`src/rtl/inst_mem_loader.sv`:
```
// Assembles a little-endian byte stream into 32-bit words and writes them into
// the instruction memory. The core is held in reset until the image is loaded.
// Optional trailing checksum byte: define INST_MEM_LOADER_CHECKSUM_EN.
module inst_mem_loader #(
  parameter int REG_SIZE       = 32,
  parameter int MEM_SIZE_IN_KB = 1,
  parameter int NO_OF_WORDS    = MEM_SIZE_IN_KB * 1024 / 4
) (
  input  logic                clk_i,
  input  logic                rst_ni,
  input  logic                start_i,
  input  logic [REG_SIZE-1:0] len_i,
  input  logic                byte_valid_i,
  input  logic [7:0]          byte_i,
  output logic                byte_ready_o,
  output logic                we_o,
  output logic [REG_SIZE-1:0] waddr_o,
  output logic [REG_SIZE-1:0] wdata_o,
  output logic                core_rst_no,
  output logic                busy_o,
  output logic                done_o,
  output logic                err_o,
  output logic [2:0]          dbg_state_o
);

  // Byte handshake: a byte moves on a rising edge where byte_valid_i and
  // byte_ready_o are both high; byte_ready_o never depends on byte_valid_i.

  localparam logic [REG_SIZE-1:0] MAX_LEN = REG_SIZE'(NO_OF_WORDS);

  typedef enum logic [2:0] {
    S_IDLE  = 3'd0,
    S_RECV  = 3'd1,
    S_WRITE = 3'd2,
    S_DONE  = 3'd3
`ifdef INST_MEM_LOADER_CHECKSUM_EN
    , S_CSUM = 3'd4
`endif
  } state_t;

  state_t              state_q, state_d;
  logic                done_q, done_d;
  logic                err_q, err_d;
  logic [REG_SIZE-1:0] len_q;
  logic [REG_SIZE-1:0] word_idx_q;
  logic [1:0]          byte_cnt_q;
  logic [23:0]         asm_q;
  logic [REG_SIZE-1:0] waddr_q;
  logic [REG_SIZE-1:0] wdata_q;
  logic                start_take;
  logic                rx_fire;
  logic                last_word;
`ifdef INST_MEM_LOADER_CHECKSUM_EN
  logic [7:0]          csum_q;
`endif

  assign start_take = ((state_q == S_IDLE) || (state_q == S_DONE)) && start_i;
  assign rx_fire    = (state_q == S_RECV) && byte_valid_i;
  assign last_word  = (word_idx_q + REG_SIZE'(1)) == len_q;

  always_ff @(posedge clk_i or negedge rst_ni) begin
    if (!rst_ni) begin
      state_q <= S_IDLE;
      done_q  <= 1'b0;
      err_q   <= 1'b0;
    end else begin
      state_q <= state_d;
      done_q  <= done_d;
      err_q   <= err_d;
    end
  end

  always_comb begin
    state_d      = state_q;
    done_d       = done_q;
    err_d        = err_q;
    byte_ready_o = 1'b0;
    busy_o       = 1'b0;
    we_o         = 1'b0;
    case (state_q)
      S_IDLE, S_DONE: begin
        if (start_i) begin
          done_d = 1'b0;
          err_d  = 1'b0;
          if (len_i == '0) begin
`ifdef INST_MEM_LOADER_CHECKSUM_EN
            state_d = S_CSUM;
`else
            state_d = S_DONE;
            done_d  = 1'b1;
`endif
          end else if (len_i > MAX_LEN) begin
            state_d = S_DONE;
            done_d  = 1'b1;
            err_d   = 1'b1;
          end else begin
            state_d = S_RECV;
          end
        end
      end
      S_RECV: begin
        byte_ready_o = 1'b1;
        busy_o       = 1'b1;
        if (byte_valid_i && (byte_cnt_q == 2'd3)) state_d = S_WRITE;
      end
      S_WRITE: begin
        busy_o = 1'b1;
        we_o   = 1'b1;
        if (last_word) begin
`ifdef INST_MEM_LOADER_CHECKSUM_EN
          state_d = S_CSUM;
`else
          state_d = S_DONE;
          done_d  = 1'b1;
`endif
        end else begin
          state_d = S_RECV;
        end
      end
`ifdef INST_MEM_LOADER_CHECKSUM_EN
      S_CSUM: begin
        byte_ready_o = 1'b1;
        busy_o       = 1'b1;
        if (byte_valid_i) begin
          state_d = S_DONE;
          done_d  = 1'b1;
          err_d   = (byte_i != csum_q);
        end
      end
`endif
      default: state_d = S_IDLE;
    endcase
  end

  // Datapath: counters, word assembly and the held write address/data.
  always_ff @(posedge clk_i or negedge rst_ni) begin
    if (!rst_ni) begin
      len_q      <= '0;
      word_idx_q <= '0;
      byte_cnt_q <= 2'd0;
      asm_q      <= '0;
      waddr_q    <= '0;
      wdata_q    <= '0;
`ifdef INST_MEM_LOADER_CHECKSUM_EN
      csum_q     <= '0;
`endif
    end else begin
      if (start_take) begin
        len_q      <= len_i;
        word_idx_q <= '0;
        byte_cnt_q <= 2'd0;
        asm_q      <= '0;
`ifdef INST_MEM_LOADER_CHECKSUM_EN
        csum_q     <= '0;
`endif
      end
      if (rx_fire) begin
        byte_cnt_q <= byte_cnt_q + 2'd1;
`ifdef INST_MEM_LOADER_CHECKSUM_EN
        csum_q     <= csum_q + byte_i;
`endif
        case (byte_cnt_q)
          2'd0: asm_q[7:0]   <= byte_i;
          2'd1: asm_q[15:8]  <= byte_i;
          2'd2: asm_q[23:16] <= byte_i;
          default: begin
            // Fourth byte completes the word; address and data are captured
            // here so they stay stable through WRITE and afterwards.
            wdata_q <= REG_SIZE'({byte_i, asm_q});
            waddr_q <= {word_idx_q[REG_SIZE-3:0], 2'b00};
          end
        endcase
      end
      if (state_q == S_WRITE) begin
        word_idx_q <= word_idx_q + REG_SIZE'(1);
        byte_cnt_q <= 2'd0;
      end
    end
  end

  assign waddr_o     = waddr_q;
  assign wdata_o     = wdata_q;
  assign done_o      = done_q;
  assign err_o       = err_q;
  assign core_rst_no = (state_q == S_DONE) && !err_q;
  assign dbg_state_o = state_q;

endmodule

```
`config.mk`:
```
export PLATFORM = sky130hd
export DESIGN_NAME = inst_mem_loader
export DESIGN_NICKNAME = d
export VERILOG_FILES = /design/src/rtl/inst_mem_loader.sv
export SDC_FILE = /design/constraint.sdc
export NUM_CORES = 1
export LEC_CHECK = 0
export CAP_MARGIN = 30
export CORE_ASPECT_RATIO = 1.1
export CORE_MARGIN = 2
export CORE_UTILIZATION = 54
export DETAILED_ROUTE_END_ITERATION = 10
export GPL_TIMING_DRIVEN = 0
export HOLD_SLACK_MARGIN = 0.08
export PLACE_DENSITY = 0.8
export SETUP_SLACK_MARGIN = 0.3
export SLEW_MARGIN = 10
export SYNTH_ARGS = -nofsm -noshare
export SYNTH_HDL_FRONTEND = slang
export SYNTH_SLANG_ARGS = --single-unit
```
`constraint.sdc`:
```
create_clock -name clk_i -period 3.67 [get_ports clk_i]
set_input_delay 0.734 -clock clk_i [delete_from_list [all_inputs] [get_ports clk_i]]
set_output_delay 0.734 -clock clk_i [all_outputs]
set_load 0.01 [all_outputs]
```
# Word level (Yosys, flattened, before mapping)
# Cells that the tools add are included.
[totals]
regBits = 157
inputBits = 44
out_inout_bits = 73
elab_cells = 67
[classes]
add_sub_neg = 2
magnitude_cmp = 1
eq_ne = 10
muxes = 25
bitwise_logic = 1
reduce_logical = 19
[ops]
columns = ["cell", "n"]
rows = [
  ["$mux 32", 2],
  ["$mux 24", 2],
  ["$add 32x1->32 const B", 1],
  ["$eq 32x32->1", 1],
  ["$gt 32x9->1 const B", 1],
  ["$logic_not 32->1", 1],
  ["$mux 8", 3],
  ["$mux 2", 6],
  ["$pmux 3 s3", 1],
  ["$mux 1", 8],
  ["$eq 3x2->1 const B", 2],
  ["$mux 3", 2],
  ["$reduce_and 2->1", 3],
  ["$eq 2x2->1 const B", 2],
  ["$logic_and 1x1->1", 4],
  ["$ne 2x2->1 const B", 2],
  ["$reduce_bool 2->1", 2],
  ["$reduce_or 2->1", 2],
  ["$eq 3x1->1 const B", 1],
  ["$logic_not 3->1", 1],
  ["$reduce_and 3->1", 1],
  ["$reduce_bool 3->1", 1],
  ["$reduce_or 3->1", 1],
  ["$add 2x1->2 const B", 1],
  ["other kinds (7)", 7],
]

# Depth between registers and ports, before layout
# Gate-level depths: netlist of run 1.
[depth]
word_depth = 6
mapped_depth = 9
depth_no_buf = 8

# Worst setup path before layout of run 1
# No wires, ideal clock.
[synth_timing]
path_kind = "register to register"
startpoint = "reg word_idx_q[0]"
endpoint = "reg state_q[1], in the netlist dbg_state_o[1]"
setup_time_ns = 0.077
arrival_ns = 2.760
slack_ns = 0.832
stages_incl_launch_ff = 10
n_path_buf = 1
cell_sequence = "dfrtp_1 > ha_1 > nand4_1 > or3_1 > clkbuf_1 > nor4_2 > mux2_2 > a2111oi_0 > nand4_1 > a21oi_1"
[synth_between]
elab_chain_cells = 4
[synth_lines]
columns = ["element", "line", "text"]
rows = [
  ["from (decl)", "45", "logic [REG_SIZE-1:0] word_idx_q;"],
  ["from (signal assigned)", "175", "word_idx_q <= word_idx_q + REG_SIZE'(1);"],
  ["$add 32x1->32", "59", "assign last_word = (word_idx_q + REG_SIZE'(1)) == len_q;"],
  ["$eq 32x32->1", "59", ""],
  ["$mux 2", "109", "if (last_word) begin"],
  ["$pmux 3 s3", "80", "case (state_q)"],
  ["to (signal assigned)", "67", "state_q <= state_d;"],
  ["to (decl)", "41", "state_t state_q, state_d;"],
]
# Every way passes these cells.
# A chain may end at the register's enable or synchronous reset.

# Worst setup path after layout of run 1
[layout_timing]
startpoint = "reg word_idx_q[1]"
endpoint = "reg state_q[1], in the netlist dbg_state_o[1]"
# Same word-level chain as after synthesis.

==> flow_summary.json, run 1 <==
{
  "status": "complete, no violations",
  "finalSetupViolations": 0,
  "clock_path_buffers": 2,
  "clk_latency_ns": 0.43,
  "final_common_cell": "dfrtp_1",
  "grt_pass1_wl_mm": 35.90,
  "syn_inst": 738,
  "drive_gt1_frac": 0.1759,
  "num_io_pins": 117,
  "crit_path_end_kind": "register",
  "place_congestion": 0.9288,
  "synth_area_per_cell_um2": 10.41,
  "cts_buffers": 17,
  "cp_max_fo": 9,
  "finalCriticalPeriod_ns": 3.199,
  "place_inst": 1043,
  "viasPerCell": 5.980,
  "drc_errors": 0,
  "cts_num_sinks": 156,
  "cp_data_arrival_time_ns": 3.55,
  "seqPwrFrac": 0.379,
  "synth_cell_type_count": 55,
  "grt_pass1_vias": 6607,
  "async_flop_share": 1.000,
  "antennaDiodeCount": 0,
  "sw_frac_of_total": 0.3523,
  "layout_common_cells": "dfrtp_1, nand2_1, clkdlybuf4s50_1, mux2_2, o21ai_0",
  "fmax_mhz": 312.6,
  "path_class": "reg -> reg",
  "worstPathRequired_ns": 4.02,
  "fp.dieH_um": 129.1,
  "fin_cells": 1075,
  "grt_max_degree": 85,
  "cap_violations": 0,
  "track_usage": 0.3119,
  "num_vias": 6428,
  "yosys_register_bits": 156,
  "combPwrFrac": 0.361,
  "clock_power_share": 0.260,
  "post-dp-hpwl_mm": 16.68,
  "wl_mm": 23.00,
  "clock_skew_ns": 0.007756,
  "path_clk_slew_ns": 0.07,
  "floorplan.die.width_um": 117.7,
  "hold_path_class": "in -> async",
  "yosys_warnings": 0,
  "slew_headroom": 0.3971,
  "power_density_nw_per_um2": 707.1,
  "dr.first_iter.drc_count": 603,
  "min_period_over_period": 0.8717,
  "start_kind": "register",
  "hold_viol_final": 0,
  "start_util": 0.5546,
  "wl_per_cell_um": 21.40,
  "synth-edff-count": 0,
  "maxSlewViolCount": 0,
  "netlist_area_um2": 7681,
  "synth_seq_area_share": 0.5082,
  "grt_overflow_total": 0,
  "row_count": 45,
  "ir_drop_uv": 306.4,
  "syn2layout_area_growth_pct": 26.80,
  "cts_tree": "done",
  "antenna_found_initial": 0,
  "p_leak_nw": 4.138,
  "post-place-ws_ns": -0.06273,
  "intPower_mw": 4.460,
  "ys_dominant_reg_cell": "dfrtp_1",
  "cts_root_buf": "clkbuf_16",
  "h-tree-depth": 4,
  "rsz0062_at_grt": "false",
  "io_buffers": 113,
  "finalWorstSetupSlack_ns": 0.4707,
  "tightestPinTransition_ns": 0.9043,
  "core_area_um2": 13850,
  "nets": 928,
  "firstDrtPassIters": 5,
  "dieArea_um2": 15200,
  "antenna_left": 0,
  "p_sw_mw": 2.427
}
==> worst paths after layout <==
path | startpoint | endpoint | slack (ns) | depth (start not counted)
worst max register to register | word_idx_q[1] | dbg_state_o[1] | 0.47 | 9
worst min register to register | waddr_o[31] | waddr_o[31] | 0.49 | 2
max in group asynchronous | rst_ni | waddr_o[28] | 2.59 | 2
min in group clk_i | waddr_o[31] | waddr_o[31] | 0.49 | 2
worst min-delay path | rst_ni | asm_q[7] | 0.25 | 1
worst max-delay path | word_idx_q[1] | dbg_state_o[1] | 0.47 | 9
==> cell usage after synthesis, drive strengths merged (8+ instances only) <==
cell type  number  share of area
dfrtp         156           0.51
nand2         114          0.056
mux2           90           0.13
o21ai          70          0.046
clkbuf         40          0.020
xnor2          22          0.025
nor2           21          0.010
a21oi          20          0.013
nand3          20          0.013
xor2           18          0.021
nand4          17          0.016
nor4           17          0.015
inv            13         0.0064
buf            12         0.0093
o31ai          10         0.0098
ha              9          0.015
a31oi           8         0.0065
nor3            8         0.0052
==> critical path, stage by stage (launching register included) <==
cell       delay, ns
dfrtp_1         0.48
ha_1            0.31
nand4_1         0.19
or3_1           0.40
clkbuf_2        0.25
o32ai_2         0.44
o221ai_1        0.17
a2111oi_0       0.41
nand4_1         0.25
a21oi_1         0.21
==> routing by layer <==
metal	wire length (um)	GRT usage	vias up
li1	-	-	2892
met1	9007	0.3682	3221
met2	12070	0.5643	254
met3	1171	0.05722	61
met4	758	0.1332	0
met5	0	0	-
==> registers in the layout, summed over array words and instances, names as in the netlist <==
| name | count |
|---|---|
| wdata_o | 32 |
| waddr_o | 30 |
| done_o | 1 |
| byte_cnt_q | 2 |
| dbg_state_o | 2 |
| err_o | 1 |
| word_idx_q | 32 |
| asm_q | 24 |
| len_q | 32 |
==> what timing repair did <==
item                       4_1_cts  5_1_grt
setup endpoints to repair        2        2
setup buffers                    1        0
pin swaps                        1        1
gates resized for setup          5        6
hold buffers                     0        0
==> final cells by class <==
cell class	instances	area [um^2]
clock buffers	18	439.2
multi-input cells	519	3556
inverters	13	48.80
plain buffers	52	225.2
clock inverters	13	153.9
flip-flops and latches	156	3905
well taps	188	235.2
fillers	1070	4111
repair buffers	116	1176
==> metrics by stage <==
step,power (mW),setup TNS (ns),utilization,hold slack [ns],instance area (um^2)
CTS,6.888,0,0.7020,0.2861,9723
global placement,4.923,-632.78,0.6537,0.4635,9055
floorplan,3.990,0,-,0.4384,7689
global route,7.248,0,0.7032,0.3044,9739
detailed placement,5.067,-0.1212,0.6565,0.4755,9092
finish,6.887,0,0.7032,0.2512,9739
==> cells by family after synthesis <==
logic type	share of synthesized area
other cells	0.0004882
fa+ha+maj	0.01466
compound gates	0.1067
buf+inv	0.03535
flops	0.5082
xor+xnor	0.04561
simple gates	0.1531
mux	0.1359
==> power by group through the flow <==
stage | logic, mW | clock network [mW] | registers (mW)
after floorplan | 1.38 | 0 | 2.61
after global placement | 2.34 | 0 | 2.59
after detailed placement | 2.44 | 0 | 2.63
after CTS | 2.48 | 1.81 | 2.61
after global routing | 2.69 | 1.89 | 2.67
final | 2.49 | 1.79 | 2.61
No activity file was read; power rests on OpenSTA's default activity.
==> run 2, diff against run 1 <==
--- a/config.mk
+++ b/config.mk
@@ -8,11 +8,11 @@
 export CAP_MARGIN = 30
 export CORE_ASPECT_RATIO = 1.1
 export CORE_MARGIN = 2
-export CORE_UTILIZATION = 54
+export CORE_UTILIZATION = 45
 export DETAILED_ROUTE_END_ITERATION = 10
 export GPL_TIMING_DRIVEN = 0
 export HOLD_SLACK_MARGIN = 0.08
-export PLACE_DENSITY = 0.8
+export PLACE_DENSITY = 0.68
 export SETUP_SLACK_MARGIN = 0.3
 export SLEW_MARGIN = 10
 export SYNTH_ARGS = -nofsm -noshare
==> flow_summary.json, run 2 (same netlist as run 1, synthesis figures left out) <==
{
  "drive_gt1_frac": 0.1775,
  "fin_area_um2": 9779,
  "dpl-instance-area_um2": 9112,
  "firstDrtPassIters": 5,
  "p_leak_nw": 4.128,
  "antenna_found_initial": 0,
  "wl_mm": 19.91,
  "antenna_left": 0,
  "cap_violations": 0,
  "fmax_mhz": 319.6,
  "core_area_um2": 16890,
  "finalWorstSetupSlack_ns": 0.5414,
  "drc_errors": 0,
  "place_inst": 1062,
  "hold_path_class": "in -> async",
  "tightestPinTransition_ns": 0.9220,
  "antennaDiodeCount": 0,
  "layout_common_cells": "dfrtp_1, nand2_1, clkdlybuf4s50_1, mux2_2, o21ai_0",
  "start_kind": "register",
  "dieArea_um2": 18130,
  "start_util": 0.4547,
  "r2r_cells": 9,
  "finalPower_mw": 6.750,
  "fin_cells": 1098,
  "slew_headroom": 0.3854,
  "num_vias": 6125,
  "worstPathRequired_ns": 4.02,
  "min_period_over_period": 0.8525,
  "clk_latency_ns": 0.43,
  "cts_root_buf": "clkbuf_16",
  "finalSetupViolations": 0,
  "fp.dieH_um": 141.0,
  "nets": 930,
  "num_io_pins": 117,
  "status": "complete, no violations",
  "power_density_nw_per_um2": 690.3,
  "h-tree-depth": 4,
  "clock_skew_ns": 0.005687,
  "post-dp-hpwl_mm": 14.49,
  "grt_pass1_wl_mm": 32.17,
  "path_clk_slew_ns": 0.06,
  "timing.setup.tns_ns": 0,
  "post-place-ws_ns": 0.1432,
  "rsz0062_at_grt": "false",
  "grt_max_degree": 84,
  "dr.first_iter.drc_count": 419,
  "place_congestion": 0.9200,
  "row_count": 50,
  "grt_overflow_total": 0,
  "path_class": "reg -> reg",
  "io_buffers": 113,
  "maxSlewViolCount": 0,
  "clock_path_buffers": 2,
  "cts_tree": "done",
  "cts_num_sinks": 156,
  "final_common_cell": "dfrtp_1",
  "crit_path_end_kind": "register",
  "floorplan.die.width_um": 128.6,
  "track_usage": 0.2305,
  "grt_pass1_vias": 5949,
  "syn2layout_area_growth_pct": 27.32,
  "viasPerCell": 5.578,
  "cp_max_fo": 9,
  "finalCriticalPeriod_ns": 3.129,
  "wl_per_cell_um": 18.13,
  "hold_viol_final": 0,
  "cts_buffers": 17,
  "cp_data_arrival_time_ns": 3.48,
  "fill_cells": 1510,
  "ir_drop_uv": 330.1
}
## run 2: worst max-delay path: stages, from the launching register on
cell	delay (ns)
dfrtp_1	0.46
ha_2	0.29
nand4_1	0.20
or3_1	0.41
clkbuf_2	0.24
nor4_2	0.42
xnor2_1	0.22
nor4_2	0.42
nand4_1	0.21
a21oi_1	0.18
## run 2: layout make-up
cell class,count,area [um^2],area share
sequential,156,3905,0.3993
multi-input combinational,519,3551,0.3631
buffer,52,224.0,0.02290
inverter,13,48.80,0.004990
clock inverter,11,131.4,0.01343
clock buffer,21,470.5,0.04811
tap,208,260.3,0.02661
timing repair buffer,118,1189,0.1215
## run 2: stage by stage
stage / hold slack, ns / utilization
2_1_floorplan: 0.4384 / -
3_3_place_gp: 0.4626 / 0.5376
3_5_place_dp: 0.4707 / 0.5395
4_1_cts: 0.2875 / 0.5767
5_1_grt: 0.3075 / 0.5790
6_report: 0.2472 / 0.5790
## run 2: path summary, 6_finish.rpt
path | to | startpoint | slack (ns)
setup / recovery | dbg_state_o[1] | word_idx_q[1] | 0.54
hold / removal | wdata_o[30] | rst_ni | 0.25
setup reg to reg | dbg_state_o[1] | word_idx_q[1] | 0.54
hold reg to reg | waddr_o[31] | waddr_o[31] | 0.48
max in group asynchronous | word_idx_q[28] | rst_ni | 2.61
min in group clk_i | waddr_o[31] | waddr_o[31] | 0.48
## run 2: report_power, final
| group | total [mW] | internal [mW] | leakage (nW) | switching [mW] |
|---|---|---|---|---|
| registers | 2.58 | 2.23 | 2.07 | 0.350 |
| clock network | 1.80 | 1.06 | 0.287 | 0.731 |
| logic | 2.37 | 1.19 | 1.77 | 1.18 |
## run 2: layer usage
layer  GRT usage  routed length (um)  up-vias  share of wire
li1            -                   -     2905              -
met1      0.3095                8839     2989           0.44
met2      0.3723                9556      192           0.48
met3     0.04592                 984       39          0.049
met4     0.08410                 532        0          0.027
met5           0                   0        -              0
## run 2: timing repair
action / in CTS / in global routing
setup endpoints to repair: 2 / 2
hold buffers: 0 / 0
buffers inserted: 0 / 2
resized for setup: 4 / 6
pin swaps: 1 / 2
